[config.mk]
export PLATFORM = sky130hd
export DESIGN_NAME = serial_subtractor_flat
export DESIGN_NICKNAME = d
export VERILOG_FILES = /design/src/rtl/serial_subtractor_pkg.sv /design/src/rtl/serial_subtractor_if.sv /design/src/rtl/serial_subtractor_subtractor_1b.sv /design/src/rtl/serial_subtractor.sv /design/src/flat_wrapper.sv
export SDC_FILE = /design/constraint.sdc
export NUM_CORES = 1
export LEC_CHECK = 0
export BUFFER_PORTS_ARGS = -buffer_cell sky130_fd_sc_hd__buf_2
export CORE_ASPECT_RATIO = 0.9
export CORE_MARGIN = 4
export CORE_UTILIZATION = 54
export CTS_CLUSTER_DIAMETER = 200
export DETAILED_ROUTE_END_ITERATION = 16
export PLACE_DENSITY = 0.79
export RECOVER_POWER = 25
export REMOVE_ABC_BUFFERS = 1
export SLEW_MARGIN = 20
export SYNTH_ARGS = -nofsm -noshare
export SYNTH_HDL_FRONTEND = slang
export SYNTH_SLANG_ARGS = --single-unit
[constraint.sdc]
create_clock -name clk -period 2.07 [get_ports clk]
set_input_delay 0.207 -clock clk [delete_from_list [all_inputs] [get_ports clk]]
set_output_delay 0.207 -clock clk [all_outputs]
set_load 0.005 [all_outputs]
[src/rtl/serial_subtractor_pkg.sv]
// rtl/serial_subtractor_pkg.sv - shared types and constants for the bit-serial subtractor
// Holds the FSM state encoding, the default operand width, the ALU opcodes served by
// this path, and the signed-overflow helper used by the flag logic.
package serial_subtractor_pkg;

    localparam int DEFAULT_WIDTH = 32;

    // Explicit encoding; code 2'd3 is unreachable and recovers to ST_IDLE.
    typedef enum logic [1:0] {
        ST_IDLE = 2'd0,
        ST_RUN  = 2'd1,
        ST_DONE = 2'd2
    } state_t;

    // ALU opcodes routed to this block: SUB (borrow_in=0), SBB (borrow_in=carry flag),
    // CMP (SUB with the difference discarded by the consumer).
    typedef enum logic [3:0] {
        ALU_OP_SUB = 4'h2,
        ALU_OP_SBB = 4'h3,
        ALU_OP_CMP = 4'h7
    } alu_op_t;

    // Signed overflow of a - b: operand signs differ and the result sign differs from a.
    function automatic logic signed_ovf(input logic a_msb, input logic b_msb, input logic d_msb);
        return (a_msb ^ b_msb) & (d_msb ^ a_msb);
    endfunction

endpackage

[src/rtl/serial_subtractor_if.sv]
// rtl/serial_subtractor_if.sv - operand/result handshake bundle of the bit-serial subtractor
// Signals:
//   start_valid/start_ready  operand handshake carrying a, b, borrow_in
//   res_valid/res_ready      result handshake carrying diff, borrow_out, overflow, zero
// Modports:
//   master  producer of operands and consumer of results
//   slave   the subtractor itself
interface serial_subtractor_if #(
    parameter int WIDTH = 32
);
    import serial_subtractor_pkg::*;

    logic             start_valid;
    logic             start_ready;
    logic [WIDTH-1:0] a;
    logic [WIDTH-1:0] b;
    logic             borrow_in;
    logic             res_valid;
    logic             res_ready;
    logic [WIDTH-1:0] diff;
    logic             borrow_out;
    logic             overflow;
    logic             zero;

    modport master (
        output start_valid, a, b, borrow_in, res_ready,
        input  start_ready, res_valid, diff, borrow_out, overflow, zero
    );

    modport slave (
        input  start_valid, a, b, borrow_in, res_ready,
        output start_ready, res_valid, diff, borrow_out, overflow, zero
    );

endinterface

[src/rtl/serial_subtractor_subtractor_1b.sv]
// rtl/serial_subtractor_subtractor_1b.sv - 1-bit full subtractor cell
// Ports:
//   a, b        minuend and subtrahend bits
//   borrow_in   borrow from the less significant bit
//   diff        a - b - borrow_in, bit result
//   borrow_out  borrow into the more significant bit
module subtractor_1b
    import serial_subtractor_pkg::*;
(
    input  logic a,
    input  logic b,
    input  logic borrow_in,
    output logic diff,
    output logic borrow_out
);

    assign diff       = a ^ b ^ borrow_in;
    // Borrow when b exceeds a, or when they are equal and a borrow is already pending.
    assign borrow_out = (~a & b) | (~(a ^ b) & borrow_in);

endmodule

[src/rtl/serial_subtractor.sv]
// rtl/serial_subtractor.sv - multi-cycle bit-serial subtractor, D = A - B - borrow_in, LSB first
// Ports:
//   clk    rising-edge clock
//   rst_n  asynchronous active-low reset
//   bus    serial_subtractor_if.slave: operand handshake (start_*, a, b, borrow_in) and
//          result handshake (res_*, diff, borrow_out, overflow, zero)
// One operand bit pair is consumed per RUN cycle; the difference is assembled in a shift
// register filled from the MSB so it is right-aligned after WIDTH cycles.
module serial_subtractor
    import serial_subtractor_pkg::*;
#(
    parameter int WIDTH = DEFAULT_WIDTH
) (
    input logic                 clk,
    input logic                 rst_n,
    serial_subtractor_if.slave  bus
);

    localparam int            CW       = $clog2(WIDTH);
    localparam logic [CW-1:0] LAST_BIT = CW'(WIDTH - 1);

    state_t           state_q, state_d;
    logic [CW-1:0]    cnt_q, cnt_d;
    logic [WIDTH-1:0] a_sh_q, a_sh_d;
    logic [WIDTH-1:0] b_sh_q, b_sh_d;
    logic [WIDTH-1:0] diff_sh_q, diff_sh_d;
    logic             bin_q, bin_d;
    logic             a_msb_q, a_msb_d;
    logic             b_msb_q, b_msb_d;
    logic             borrow_out_q, borrow_out_d;
    logic             overflow_q, overflow_d;
    logic             zero_q, zero_d;
    logic             start_ready_q, start_ready_d;
    logic             res_valid_q, res_valid_d;

    logic             cell_diff;
    logic             cell_borrow;
    logic [WIDTH-1:0] diff_next;

    subtractor_1b u_cell (
        .a          (a_sh_q[0]),
        .b          (b_sh_q[0]),
        .borrow_in  (bin_q),
        .diff       (cell_diff),
        .borrow_out (cell_borrow)
    );

    // Difference register after this cycle's bit lands at the MSB.
    assign diff_next = {cell_diff, diff_sh_q[WIDTH-1:1]};

    always_comb begin
        state_d       = state_q;
        cnt_d         = cnt_q;
        a_sh_d        = a_sh_q;
        b_sh_d        = b_sh_q;
        diff_sh_d     = diff_sh_q;
        bin_d         = bin_q;
        a_msb_d       = a_msb_q;
        b_msb_d       = b_msb_q;
        borrow_out_d  = borrow_out_q;
        overflow_d    = overflow_q;
        zero_d        = zero_q;
        start_ready_d = start_ready_q;
        res_valid_d   = res_valid_q;

        case (state_q)
            ST_IDLE: begin
                start_ready_d = 1'b1;
                res_valid_d   = 1'b0;
                if (bus.start_valid) begin
                    a_sh_d        = bus.a;
                    b_sh_d        = bus.b;
                    bin_d         = bus.borrow_in;
                    a_msb_d       = bus.a[WIDTH-1];
                    b_msb_d       = bus.b[WIDTH-1];
                    cnt_d         = '0;
                    state_d       = ST_RUN;
                    start_ready_d = 1'b0;
                end
            end

            ST_RUN: begin
                start_ready_d = 1'b0;
                res_valid_d   = 1'b0;
                a_sh_d        = {1'b0, a_sh_q[WIDTH-1:1]};
                b_sh_d        = {1'b0, b_sh_q[WIDTH-1:1]};
                diff_sh_d     = diff_next;
                bin_d         = cell_borrow;
                if (cnt_q == LAST_BIT) begin
                    // Last bit: the counter parks here rather than wrapping.
                    state_d      = ST_DONE;
                    res_valid_d  = 1'b1;
                    borrow_out_d = cell_borrow;
                    overflow_d   = signed_ovf(a_msb_q, b_msb_q, cell_diff);
                    zero_d       = (diff_next == '0);
                end else begin
                    cnt_d = cnt_q + CW'(1);
                end
            end

            ST_DONE: begin
                start_ready_d = 1'b0;
                res_valid_d   = 1'b1;
                if (bus.res_ready) begin
                    // Back to IDLE only; a start offered now is taken on the next cycle.
                    state_d       = ST_IDLE;
                    res_valid_d   = 1'b0;
                    start_ready_d = 1'b1;
                end
            end

            default: begin
                state_d       = ST_IDLE;
                start_ready_d = 1'b1;
                res_valid_d   = 1'b0;
            end
        endcase
    end

    always_ff @(posedge clk or negedge rst_n) begin
        if (!rst_n) begin
            state_q       <= ST_IDLE;
            cnt_q         <= '0;
            a_sh_q        <= '0;
            b_sh_q        <= '0;
            diff_sh_q     <= '0;
            bin_q         <= 1'b0;
            a_msb_q       <= 1'b0;
            b_msb_q       <= 1'b0;
            borrow_out_q  <= 1'b0;
            overflow_q    <= 1'b0;
            zero_q        <= 1'b0;
            start_ready_q <= 1'b1;
            res_valid_q   <= 1'b0;
        end else begin
            state_q       <= state_d;
            cnt_q         <= cnt_d;
            a_sh_q        <= a_sh_d;
            b_sh_q        <= b_sh_d;
            diff_sh_q     <= diff_sh_d;
            bin_q         <= bin_d;
            a_msb_q       <= a_msb_d;
            b_msb_q       <= b_msb_d;
            borrow_out_q  <= borrow_out_d;
            overflow_q    <= overflow_d;
            zero_q        <= zero_d;
            start_ready_q <= start_ready_d;
            res_valid_q   <= res_valid_d;
        end
    end

    assign bus.start_ready = start_ready_q;
    assign bus.res_valid   = res_valid_q;
    assign bus.diff        = diff_sh_q;
    assign bus.borrow_out  = borrow_out_q;
    assign bus.overflow    = overflow_q;
    assign bus.zero        = zero_q;

endmodule

[src/flat_wrapper.sv]
// flat-port wrapper written by rule: the top's interface ports become plain ports
module serial_subtractor_flat import serial_subtractor_pkg::*;
#(
    parameter int WIDTH = DEFAULT_WIDTH
)
  (clk, rst_n, bus_start_valid, bus_a, bus_b, bus_borrow_in, bus_res_ready, bus_start_ready, bus_res_valid, bus_diff, bus_borrow_out, bus_overflow, bus_zero);
  serial_subtractor_if #(.WIDTH(WIDTH)) bus_i ();
  input logic clk;
  input logic rst_n;
  input wire logic [$bits(bus_i.start_valid)-1:0] bus_start_valid;
  input wire logic [$bits(bus_i.a)-1:0] bus_a;
  input wire logic [$bits(bus_i.b)-1:0] bus_b;
  input wire logic [$bits(bus_i.borrow_in)-1:0] bus_borrow_in;
  input wire logic [$bits(bus_i.res_ready)-1:0] bus_res_ready;
  output wire logic [$bits(bus_i.start_ready)-1:0] bus_start_ready;
  output wire logic [$bits(bus_i.res_valid)-1:0] bus_res_valid;
  output wire logic [$bits(bus_i.diff)-1:0] bus_diff;
  output wire logic [$bits(bus_i.borrow_out)-1:0] bus_borrow_out;
  output wire logic [$bits(bus_i.overflow)-1:0] bus_overflow;
  output wire logic [$bits(bus_i.zero)-1:0] bus_zero;
  assign bus_i.start_valid = bus_start_valid;
  assign bus_i.a = bus_a;
  assign bus_i.b = bus_b;
  assign bus_i.borrow_in = bus_borrow_in;
  assign bus_i.res_ready = bus_res_ready;
  assign bus_start_ready = bus_i.start_ready;
  assign bus_res_valid = bus_i.res_valid;
  assign bus_diff = bus_i.diff;
  assign bus_borrow_out = bus_i.borrow_out;
  assign bus_overflow = bus_i.overflow;
  assign bus_zero = bus_i.zero;
  serial_subtractor #(.WIDTH(WIDTH)) u_core (.clk(clk), .rst_n(rst_n), .bus(bus_i));
endmodule
==> out/metrics.sh <==
WORST-PATH-BUF-INV=0
POST_SYNTH_FA_HA_MAJ_AREA_FRACTION_PCT=2.14
BOUNDARYPINS=106
PORTBUFFERS=105
YOSYSSEQAREASHARE_PCT=55.4
DIE_H_UM=99.5
CAP_VIOL_MAX_COUNT=0
SYNTH_TOP_CELLS_BY_AREA='dfrtp_1, mux2i_1, mux2_2, nand2_1, o21ai_1'
SYN_AREA_PER_CELL_UM2=11.5
CLOCK_LATENCY_NS=0.36
DRT_ITER0_DRC=90
EFFECTIVE_UTILIZATION_AT_FLOORPLAN_PCT=55.2
WORST_PIN_SLEW_NS=1.38
SYNTH-WARNING-COUNT=0
TIMING.FMAX_GHz=0.532
FINCLKSKEW_NS=0.00692
FINALMAXSLEWVIOLATIONS=0
WORSTREGTOREGCELLS=6
DESIGN_POWER_TOTAL_uW=9020
SYNTH.CELL_AREA_UM2=5020
DOMINANTREGCELLSYNTH='dfrtp_1'
WORSTSETUPENDPOINT='u_core.cnt_q[3]'
CRIT_SLOWEST_CELL='dfrtp_1'
RSZ_0062_RAISED_AFTER_GLOBAL_ROUTING='false'
INSERTEDDIODECOUNT=0
SETUP.WORST_PATH.CLASS='reg2reg'
FIN_CELLS=665
FINAL_LAYOUT_SIZE_SUFFIX_GT1_SHARE_PCT=31.1
TIMING.FINAL.WS_SETUP_NS=0.189
TIMING.HOLD.WORST.CLASS='in2reg'
MUXSHAREOFSYNTHAREA_PCT=20.2
POSTSYNTHREGISTERBITS=111
SYNTH.MOST_COMMON_CELL='dfrtp_1'
CP.DEPTH=6
SETUP_TOTAL_NEGATIVE_SLACK_NS=0
FIRST_PASS_ITERS=4
POWERDENSITY_nW_PER_UM2=1530
DIE_AREA_UM2=10900
R2R-END='u_core.cnt_q[3]'
CORE.ROWCOUNT=33
CP-STARTPOINT='u_core.cnt_q[0]'
CRIT_PATH_CELL_TRACE='ha_1 > and3_1 > ha_1 > nand4b_1 > a21o_1 > a22o_1'
VIAS_PER_CELL=5.25
DETAILEDPLACE.WORSTSLACK_NS=0.211
YS_TYPES=36
SYNTH_TOP_CELL_BY_AREA='dfrtp_1'
TIMING.REG2REG.SETUP_SLACK_NS=0.19
FINISH.NET_COUNT=615
WORSTPATHMAXFANOUT=11
VDD.IR_DROP.WORST_mV=0.810
AVGROUTEDWIREPERCELL_UM=14.4
CORE_REGION_AREA_UM2=9080
SYN_INST=437
WORST_EP_ARRIVAL_TIME_NS=2.14
OUTCOME='finished, final reports clean'
SYN_TO_FINAL_GROWTH_PCT=17.6
ANTENNA_VIOLATIONS_BEFORE_REPAIR=0
SYNTH_TOP_FAMILY_BY_AREA='multiplexers'
GLOBALROUTE.TOTALOVERFLOW=0
SYNTH.TOP_CELLS.BY_COUNT='dfrtp_1, nand2_1, mux2i_1, o21ai_1, mux2_2'
WORSTREG2REGSTART='u_core.cnt_q[0]'
SYNTH.TOP_CELL.AREA_SHARE_PCT=54.8
FINALHOLDVIOLATIONS=0
GRT_PASS1_VIAS=3468
SLEW_LIMIT_HEADROOM_PCT=8.13
FILLERINSTANCES=723
FINALWORSTPATHREQUIREDPERIOD_NS=1.88
NUMBER_OF_GATES_RESIZED_AFTER_CTS=0
MULTIINPUTGATEAREA_UM2=2050
TIMING.FINAL.CRIT_SHARE_PCT=90.9
YOSYS.AREA_SHARE.SIMPLE_PCT=8.83
SYNTH_XOR_AREA_SHARE_PCT=0
CPMOSTUSEDCELL='ha_1'
COUNT_OF_BUFFERS_ADDED_BY_POST_CTS_TIMING_REPAIR_FOR_SETUP=0
LAYOUT.AREA.SEQ_UM2=2780
END_KIND='flip-flop'
WIRE_LENGTH_OF_THE_FIRST_GLOBAL_ROUTING_PASS_MM=16.2
DRTANTENNAVIOLNETS=0
SYNTH-ASYNC-RESET-RATIO_PCT=100
TRACK_USAGE_PCT=18.6
GRT_MAX_DEGREE=112
CTS_TREE='built'
FINAL-SETUP-VIOL-COUNT=0
POWER.LEAKAGE_uW=0.00291
DPL.HPWL_MM=6.99
TRITONCTS_NUM_SINKS=111
REQUIRED_NS=2.33
DIE_X_UM=110
DRT_DRC_VIOLATIONS_LEFT=0
FINALWIRELENGTH_MM=9.60
SYNTH_ENABLE_FLOP_CELLS=0
DR_TOTAL_VIAS=3491
PLACED_CELLS_INCL_TAPS=648
CPPEAKSTAGEDELAY_NS=0.44
PLACE_CONGESTION=0.781
POST_CTS_CLOCK_SLEW_AT_THE_LAUNCH_AND_CAPTURE_REGISTERS_OF_THE_WORST_SETUP_AND_HOLD_PATHS_NS=0.11
CRITICAL-PATH-TOP-DELAY-FAMILY='adder cells'
TYPE_OF_ORIGIN_OF_THE_CRITICAL_PATH='flip-flop'
CTSROOTBUFFERMASTER='clkbuf_8'
TRITONCTS.NUM_BUFFERS=9
CTS_MAX_LEVEL=3
CTS.PATH.MAX_BUFFERS=2
SYNTH_COMPOUND_GATE_AREA_SHARE_PCT=9.27
registers in the layout (all words and copies together) (netlist names), 2 cells and up:
name             count
u_core.state_q       2
u_core.bus.diff     32
u_core.cnt_q         5
u_core.a_sh_q       32
u_core.b_sh_q       32
power breakdown:
group / switching (µW) / leakage (µW) / total, µW / internal [µW]
Combinational: 1910 / 0.00142 / 3910 / 2000
Sequential: 678 / 0.00139 / 3850 / 3170
Clock: 789 / 0.000101 / 1270 / 479
stage by stage:
step	util, %	hold WS, ns	instance area, µm²
detailed placement	62.8	0.336	5700
finish	64.9	0.0875	5900
global placement	62.8	0.333	5700
CTS	65.1	0.0706	5910
floorplan	-	-0.0886	4830
global route	64.9	0.0637	5900
worst reg2reg max path: stages (launching register included):
cell      delay [ns]
dfrtp_1         0.44
ha_1            0.24
and3_1          0.19
ha_1            0.31
nand4b_1        0.24
a21o_1          0.20
a22o_1          0.17
metal layers:
layer	track usage, %	routed length [µm]	share of wire [%]	up-vias
met1	26.1	4460	46	1666
li1	-	-	-	1727
met2	28.7	4480	47	91
met5	0	0	0	-
met4	3.74	43	0.45	0
met3	6.16	622	6.5	7
logic make-up (layout without fill, tap and decap cells):
logic type | Yosys count | after routing
flip-flops | 111 | 111
AND/OR/NAND/NOR | 101 | 101
multiplexers | 97 | 97
AO/OA/AOI/OAI | 89 | 89
buffers and inverters | 31 | 137
adder cells (fa/ha/maj) | 8 | 8
cell type report:
class	count	share of cell area, %
sequential	111	47.1
clock buffer	9	2.10
inverter	5	0.318
clock inverter	7	1.25
timing repair buffer	116	11.9
multi-input combinational	295	34.8
tap	122	2.59
how the worst min path moves through the flow:
stage                        startpoint                      to  slack (ns)  cells past startpoint
after floorplan                   rst_n          u_core.a_msb_q       -0.09                      0
after global placement            rst_n       u_core.b_sh_q[31]        0.33                      2
after detailed placement          rst_n       u_core.b_sh_q[31]        0.34                      2
after CTS                 bus_res_ready  u_core.bus.start_ready        0.07                      3
after global routing      bus_res_ready  u_core.bus.start_ready        0.06                      3
final                     bus_res_ready  u_core.bus.start_ready        0.09                      3
timing repair:
action / CTS / global route
setup endpoints to repair: 0 / 0
hold endpoints to repair: 110 / 0
hold buffers: 1 / 0
placed cells by master, fill, tap and decap left out, types with 3 or more instances in the layout:
cell type,Yosys,final
a21oi_1,8,8
buf_12,0,7
buf_2,8,104
buf_4,5,3
clkbuf_8,0,9
dfrtp_1,110,110
ha_1,7,6
inv_1,5,5
mux2_2,34,34
mux2i_1,62,62
nand2_1,76,76
nor2b_1,3,3
nor4_1,8,8
o21ai_0,19,19
o21ai_1,54,54
(Power assumes the default switching activity.)
